--- src/rtl/cla_seq_pkg.sv ---
// cla_seq_pkg: shared constants, FSM state type and nibble-count helper for the sequential CLA adder
package cla_seq_pkg;
    localparam int NIBBLE_W = 4;
    typedef enum logic [1:0] {ST_IDLE, ST_RUN, ST_DONE} state_t;
    function automatic int nib_count(input int width);
        return width / NIBBLE_W;
    endfunction
endpackage

--- src/rtl/cla4_slice.sv ---
// cla4_slice: combinational 4-bit carry-lookahead adder slice
//   A, B : nibble operands   Cin : carry in
//   S    : nibble sum        Co  : carry out
module cla4_slice (
    input  logic [3:0] A,
    input  logic [3:0] B,
    input  logic       Cin,
    output logic [3:0] S,
    output logic       Co
);
    logic [3:0] p, g;
    logic [4:0] c;
    assign p = A ^ B;
    assign g = A & B;
    assign c[0] = Cin;
    assign c[1] = g[0] | (p[0] & Cin);
    assign c[2] = g[1] | (p[1] & g[0]) | (p[1] & p[0] & Cin);
    assign c[3] = g[2] | (p[2] & g[1]) | (p[2] & p[1] & g[0]) | (p[2] & p[1] & p[0] & Cin);
    assign c[4] = g[3] | (p[3] & g[2]) | (p[3] & p[2] & g[1]) | (p[3] & p[2] & p[1] & g[0])
                | (p[3] & p[2] & p[1] & p[0] & Cin);
    assign S  = p ^ c[3:0];
    assign Co = c[4];
endmodule

--- src/rtl/cla_seq_adder_ctrl.sv ---
// cla_seq_adder_ctrl: wide adder that reuses one 4-bit CLA slice over WIDTH/4 cycles, LSB nibble first
//   in_valid/in_ready, a, b, cin : operand handshake, sampled on accept (IDLE only)
//   op_sub                       : subtract select, present only when CLA_SEQ_SUB_EN is defined
//   out_valid/out_ready          : result handshake (DONE only)
//   sum, cout                    : registered result and carry out of the MSB nibble
//   busy                         : high in RUN or DONE
module cla_seq_adder_ctrl
    import cla_seq_pkg::*;
#(
    parameter int WIDTH = 16
) (
    input  logic             clk,
    input  logic             rst,
    input  logic             in_valid,
    output logic             in_ready,
    input  logic [WIDTH-1:0] a,
    input  logic [WIDTH-1:0] b,
    input  logic             cin,
`ifdef CLA_SEQ_SUB_EN
    input  logic             op_sub,
`endif
    output logic             out_valid,
    input  logic             out_ready,
    output logic [WIDTH-1:0] sum,
    output logic             cout,
    output logic             busy
);
    localparam int NIB = nib_count(WIDTH);
    localparam int IW = $clog2(NIB);
    localparam logic [IW-1:0] LAST = IW'(NIB - 1);

    state_t           state_q, state_d;
    logic [WIDTH-1:0] a_q, a_d, b_q, b_d, sum_q, sum_d;
    logic [IW-1:0]    idx_q, idx_d;
    logic             c_q, c_d, cout_q, cout_d;
    logic [3:0]       s_nib, b_nib;
    logic             co;

`ifdef CLA_SEQ_SUB_EN
    logic sub_q, sub_d;
    assign b_nib = b_q[NIBBLE_W*idx_q +: NIBBLE_W] ^ {NIBBLE_W{sub_q}};
`else
    assign b_nib = b_q[NIBBLE_W*idx_q +: NIBBLE_W];
`endif

    cla4_slice u_slice (
        .A  (a_q[NIBBLE_W*idx_q +: NIBBLE_W]),
        .B  (b_nib),
        .Cin(c_q),
        .S  (s_nib),
        .Co (co)
    );

    assign in_ready  = (state_q == ST_IDLE);
    assign out_valid = (state_q == ST_DONE);
    assign busy      = (state_q != ST_IDLE);
    assign sum       = sum_q;
    assign cout      = cout_q;

    always_comb begin
        state_d = state_q;
        a_d     = a_q;
        b_d     = b_q;
        sum_d   = sum_q;
        idx_d   = idx_q;
        c_d     = c_q;
        cout_d  = cout_q;
`ifdef CLA_SEQ_SUB_EN
        sub_d   = sub_q;
`endif
        case (state_q)
            ST_IDLE: if (in_valid) begin
                a_d     = a;
                b_d     = b;
                idx_d   = '0;
                sum_d   = '0;
                state_d = ST_RUN;
`ifdef CLA_SEQ_SUB_EN
                // subtraction is A + ~B + 1, so the initial carry is forced high
                sub_d   = op_sub;
                c_d     = op_sub | cin;
`else
                c_d     = cin;
`endif
            end
            ST_RUN: begin
                sum_d[NIBBLE_W*idx_q +: NIBBLE_W] = s_nib;
                c_d     = co;
                idx_d   = idx_q + 1'b1;
                if (idx_q == LAST) begin
                    cout_d  = co;
                    state_d = ST_DONE;
                end
            end
            ST_DONE: state_d = out_ready ? ST_IDLE : ST_DONE;
            default: state_d = ST_IDLE;
        endcase
    end

    always_ff @(posedge clk or posedge rst) begin
        if (rst) begin
            state_q <= ST_IDLE;
            a_q     <= '0;
            b_q     <= '0;
            sum_q   <= '0;
            idx_q   <= '0;
            c_q     <= 1'b0;
            cout_q  <= 1'b0;
`ifdef CLA_SEQ_SUB_EN
            sub_q   <= 1'b0;
`endif
        end else begin
            state_q <= state_d;
            a_q     <= a_d;
            b_q     <= b_d;
            sum_q   <= sum_d;
            idx_q   <= idx_d;
            c_q     <= c_d;
            cout_q  <= cout_d;
`ifdef CLA_SEQ_SUB_EN
            sub_q   <= sub_d;
`endif
        end
    end
endmodule

--- config.mk ---
export PLATFORM = sky130hd
export DESIGN_NAME = cla_seq_adder_ctrl
export DESIGN_NICKNAME = d
export VERILOG_FILES = /design/src/rtl/cla_seq_pkg.sv /design/src/rtl/cla4_slice.sv /design/src/rtl/cla_seq_adder_ctrl.sv
export SDC_FILE = /design/constraint.sdc
export NUM_CORES = 1
export LEC_CHECK = 0
export BUFFER_PORTS_ARGS = -buffer_cell sky130_fd_sc_hd__buf_2
export CAP_MARGIN = 5
export CELL_PAD_IN_SITES_DETAIL_PLACEMENT = 1
export CELL_PAD_IN_SITES_GLOBAL_PLACEMENT = 1
export CORE_ASPECT_RATIO = 1.4
export CORE_MARGIN = 2
export CORE_UTILIZATION = 23
export DETAILED_ROUTE_END_ITERATION = 16
export GPL_ROUTABILITY_DRIVEN = 0
export PLACE_DENSITY_LB_ADDON = 0.05
export SYNTH_ARGS = -nofsm -noshare
export SYNTH_HDL_FRONTEND = slang
export SYNTH_SLANG_ARGS = --single-unit
--- constraint.sdc ---
create_clock -name clk -period 3.2 [get_ports clk]
set_input_delay 0.96 -clock clk [delete_from_list [all_inputs] [get_ports clk]]
set_output_delay 0.96 -clock clk [all_outputs]
set_load 0.01 [all_outputs]
; Word-level counts from Yosys, hierarchy flattened
; Index checks and enable logic that the tools add are counted.
[op_classes]
addsub = 2
n_eq_ne = 5
n_shift = 4
n_mux = 11
bitwise = 29
n_reduce_logical = 7
[op_table]
columns = cell, count
row1 = 4-bit negator with 34-bit output, 1
row2 = 4-bit by 34-bit variable shift with 16-bit output (first input constant), 1
row3 = 4-bit by 34-bit indexed part select with 16-bit output, 1
row4 = 16-bit case mux with 2 select lines, 1
row5 = 16-bit by 5-bit indexed part select with 4-bit output, 2
row6 = 1-bit bitwise AND, 16
row7 = 16-bit bitwise mux, 1
row8 = 16-bit two-way mux, 1
row9 = 1-bit bitwise OR, 10
row10 = 2-bit two-way mux, 4
row11 = 2-bit AND reduction, 4
row12 = 4-bit XOR, 2
row13 = 2-bit case mux with 3 select lines, 1
row14 = 4-bit bitwise AND, 1
row15 = 2-bit == test (second input constant), 2
row16 = 2-bit != test (second input constant), 2
row17 = 2-bit case mux with 2 select lines, 1
row18 = 2-bit nonzero test, 2
row19 = 2-bit by 1-bit adder with 2-bit output (second input constant), 1
row20 = 2-bit by 1-bit == test with 1-bit output (second input constant), 1
row21 = 2-bit logical NOT, 1
row22 = 1-bit case mux with 2 select lines, 1
row23 = 1-bit two-way mux, 1
[totals]
register_bits = 54
inputBits = 37
output_inout_bits = 20
elab_cells = 65

; Depth between registers and ports, before layout
[depth]
word_depth = 10
mapped_depth = 8

; Hierarchy
; From an unflattened synthesis, not the netlist that was laid out.
[hier_totals]
cells_unflattened = 179
area_unflattened_um2 = 2697.6
[by_module_without_submodules]
columns = mod, instances, cells_per_inst, area_per_inst_um2
row1 = cla_seq_adder_ctrl, 1, 162, 2549.9
row2 = cla4_slice, 1, 17, 147.6

; Worst setup path before layout
; OpenSTA, ideal clock, no wires.
[synth_path]
path_type = reg2reg
startpoint = register idx_q[0]
endpoint = register sum_q[7] (netlist: sum[7])
setup_time_ns = 0.067
arrival_ns = 2.373
required_time_ns = 3.133
path_slack_ns = 0.760
path_stages_with_launch = 9
n_path_buf = 2
cell_sequence = dfrtp_1 -> buf_2 -> buf_2 -> mux4_2 -> ha_1 -> o21ai_0 -> o21a_1 -> nor3_1 -> a22o_1
[synth_via]
elab_chain_cells = 10
[synth_rtl]
columns = element, line
row1 = "start, declared", cla_seq_adder_ctrl.sv:34  ; logic [IW-1:0] idx_q, idx_d;
row2 = "start signal, assigned", cla_seq_adder_ctrl.sv:117  ; idx_q <= idx_d;
row3 = "16-bit by 5-bit indexed part select with 4-bit output, on equally long branches", "cla_seq_adder_ctrl.sv:47, cla_seq_adder_ctrl.sv:43"
row4 = 4-bit XOR or 4-bit bitwise AND (tied branches), "cla4_slice.sv:13, cla4_slice.sv:14"
row5 = 1-bit bitwise AND, cla4_slice.sv:18  ; assign c[3] = g[2] | (p[2] & g[1]) | (p[2] & p[1] & g[0]) | (p[2] & p[1] & p[0] & Cin);
row6 = 1-bit bitwise OR or 1-bit bitwise AND (tied branches) (2 in series), cla4_slice.sv:18
row7 = 1-bit bitwise OR, cla4_slice.sv:18
row8 = 4-bit XOR, cla4_slice.sv:21  ; assign S = p ^ c[3:0];
row9 = 4-bit by 34-bit indexed part select with 16-bit output, cla_seq_adder_ctrl.sv:87  ; sum_d[NIBBLE_W*idx_q +: NIBBLE_W] = s_nib;
row10 = 16-bit bitwise mux (*), cla_seq_adder_ctrl.sv:87
row11 = 16-bit case mux with 2 select lines (*), cla_seq_adder_ctrl.sv:71  ; case (state_q)
row12 = "end signal, assigned", cla_seq_adder_ctrl.sv:116  ; sum_q <= sum_d;
row13 = "end, declared", cla_seq_adder_ctrl.sv:33  ; logic [WIDTH-1:0] a_q, a_d, b_q, b_d, sum_q, sum_d;
; Mark *: on every way between the ends. The rest lies on a longest branch, timed or not.
; A chain may end at the register's enable or synchronous reset.

; Worst setup path after layout
[layout_path]
startpoint = register idx_q[0]
endpoint = register sum_q[11] (netlist: sum[11])
; The elaborated chain is that of the path after synthesis.

==> impl_metrics.ini <==
[outcome]
status = completed

[sta]
period_needed_ps = 2700
setup_viol = 0
finalSetupTns_ps = 0
max_freq_ghz = 0.370
rsz0062_at_grt = false
relSlewSlack_pct = 60.2
drv_slew = 0
worst_pin_slew_ps = 597
hold_viol = 0
post-route-period-util_pct = 84.4
fin_worst_skew_ps = 7.08

[logic_synthesis]
synth_top_family_by_area = multiplexers
syn_area_per_cell_um2 = 14.7
synth_commonest_cells = dfrtp_1 (54), mux2_4 (29), a22o_1 (17)
synth-seq-cells = 54
seq_area_frac_synth_pct = 50.5
synth-simple-area-share_pct = 5.61
syn_inst = 182
synth_top_flop_cell = dfrtp_1
synth-edff-count = 0
syn-num-nets = 229
synth-compound-area-share_pct = 9.78
synth_top_area_cell = dfrtp_1
synth_mux_area_share_pct = 24.3
synth_top_area_share_pct = 50.5
synth_xor_area_share_pct = 0.655
synth.distinct_cells = 33
synth_fa_ha_area_share_pct = 4.96
synth_most_common_cell = dfrtp_1
synth.area.top_cells = dfrtp_1 (51%), mux2_4 (16%), mux4_2 (6.7%)
synth_warnings = 0
synth_area_um2 = 2680
synthArstFlopShare_pct = 100

[routing]
wirelength_mm = 6.53
drc_errors = 0
dr.pass1.iters = 4
post_drt_wl_per_cell_um = 17.0
ant_nets = 0
vias = 1652
drt_iter0_drc = 26
via_per_inst = 4.29

[clock_tree]
root_buffer = clkbuf_16
clock_latency_ps = 300
path_clk_slew_ps = 70
cts.htree.levels = 2
post_cts_buffers = 0
cts_resized = 0
clockBufferDepth = 2
cts_tree = done
clock-sinks = 54
holdBufCountCts = 0
cts_buffers = 5

[floorplanning]
coreArea_um2 = 11300
num_rows = 46
fp.dieArea_um2 = 12500
start_util_pct = 23.6
ios = 57
die_x_um = 95.1
fp.dieH_um = 132

[power_and_ir_drop]
peakVddDrop_mv = 0.307
power_density_nw_per_um2 = 1190
leakagePower_nw = 1.56

[global_routing]
antenna_found_initial = 0
track_usage_pct = 11.2
grt_pass1_vias = 1875
grt_pass1_wl_mm = 10.6
grt_overflow = 0
grt_max_degree = 34

[worst_setup_path]
crit_fanout = 11
worst-setup-path-type = register to register
path_cells = mux4_2 -> ha_1 -> a211oi_1 -> o21a_1 -> nor3_1 -> a22o_1
endpoint_kind = register
cp_slowest_cell = dfrtp_1
cp_slowest_stage_delay_ps = 710
critPathRequiredTime_ps = 3430
timing.rr.start = idx_q[0]
crit_start = idx_q[0]
critPathLaunchType = register
reg2reg_depth = 6
crit_arrival_ps = 2940

[cells_and_area]
multiInputGateArea_um2 = 1210
final_core_util_pct = 28.7
final_area_um2 = 3250
syn2layout_area_growth_pct = 21.6
fin_nets = 287
fill_cells = 1227
antenna_cells = 0
seqCellArea_um2 = 1350
drive_above_1_share_pct = 46.5

[place]
place_area_um2 = 3090
dp_hpwl_mm = 5.01
place.port_buffers = 56

[min_path]
min_path_type = register to register
hold_depth = 2
hold_start = cout

[job]
maxCapViolations = 0
cells by family (layout without fill, tap and decap cells):
| kind of cell | Yosys count | after routing |
|---|---|---|
| muxes | 40 | 40 |
| buffers and inverters | 14 | 73 |
| adders and majority gates | 10 | 10 |
| and+or+nand+nor | 27 | 27 |
| AOI/OAI and AO/OA | 35 | 35 |
| DFF | 54 | 54 |
| xor gates and xnor gates | 2 | 2 |
path summary, 6_finish.rpt:
path / endpoint / slack [ps]
hold reg to reg: cout / 500
setup / recovery: sum[11] / 500
max in group asynchronous: a_q[1] / 1910
hold / removal: cout / 500
setup reg to reg: sum[11] / 500
min in group asynchronous: b_q[4] / 720
routing by layer:
| layer | GRT usage [%] | routed length [um] | up-vias | share of wire (%) |
|---|---|---|---|---|
| met5 | 0 | 0 | - | 0 |
| met4 | 2.90 | 84 | 0 | 1.3 |
| met3 | 2.35 | 213 | 5 | 3.3 |
| met2 | 20.0 | 3630 | 33 | 56 |
| met1 | 13.3 | 2600 | 834 | 40 |
| li1 | - | - | 780 | - |
cells in the final DEF (no fill, tap or decap), types with 4 or more instances in the layout:
cell type | synthesis | layout
buf_2 | 3 | 56
a21oi_1 | 4 | 4
mux2_4 | 29 | 29
dfrtp_1 | 54 | 54
ha_1 | 9 | 9
nand2_1 | 9 | 9
a21o_1 | 5 | 5
o21ai_0 | 5 | 5
nand2b_1 | 4 | 4
mux4_2 | 8 | 8
a22o_1 | 17 | 17
clkbuf_16 | 0 | 5
stage by stage:
stage	instances	power [W]	setup slack [ps]	hold slack (ps)
final	385	0.00388	498	498
after CTS	385	0.00400	405	501
after global routing	385	0.00423	270	529
after floorplan	182	0.00271	760	475
after detailed placement	377	0.00335	451	484
after global placement	377	0.00335	515	478
power by group:
group | switching [W] | internal (W)
registers | 0.000269 | 0.000985
clock network | 0.000254 | 0.000370
logic | 0.000966 | 0.00104
total | 0.00149 | 0.00239
state kept, by name (all words and copies together) (netlist names):
register  count
b_q          16
sum          16
idx_q         2
state_q       2
cout          1
c_q           1
a_q          16
area by class of cell:
type                            count  share of cell area, %
Sequential cell                    54                   41.6
Multi-Input combinational cell    114                   37.3
Timing Repair Buffer               60                   9.93
Tap cell                          144                   5.54
Clock buffer                        6                   3.96
Clock inverter                      2                   1.15
Inverter                            5                  0.577
critical path: cells and delay by family, from the launching register on:
kind	cells	cell delay [ps]
adders and majority gates	1	340
DFF	1	710
and+or+nand+nor	1	470
muxes	1	630
AOI/OAI and AO/OA	3	480
Power figures use the tool's default switching activity.
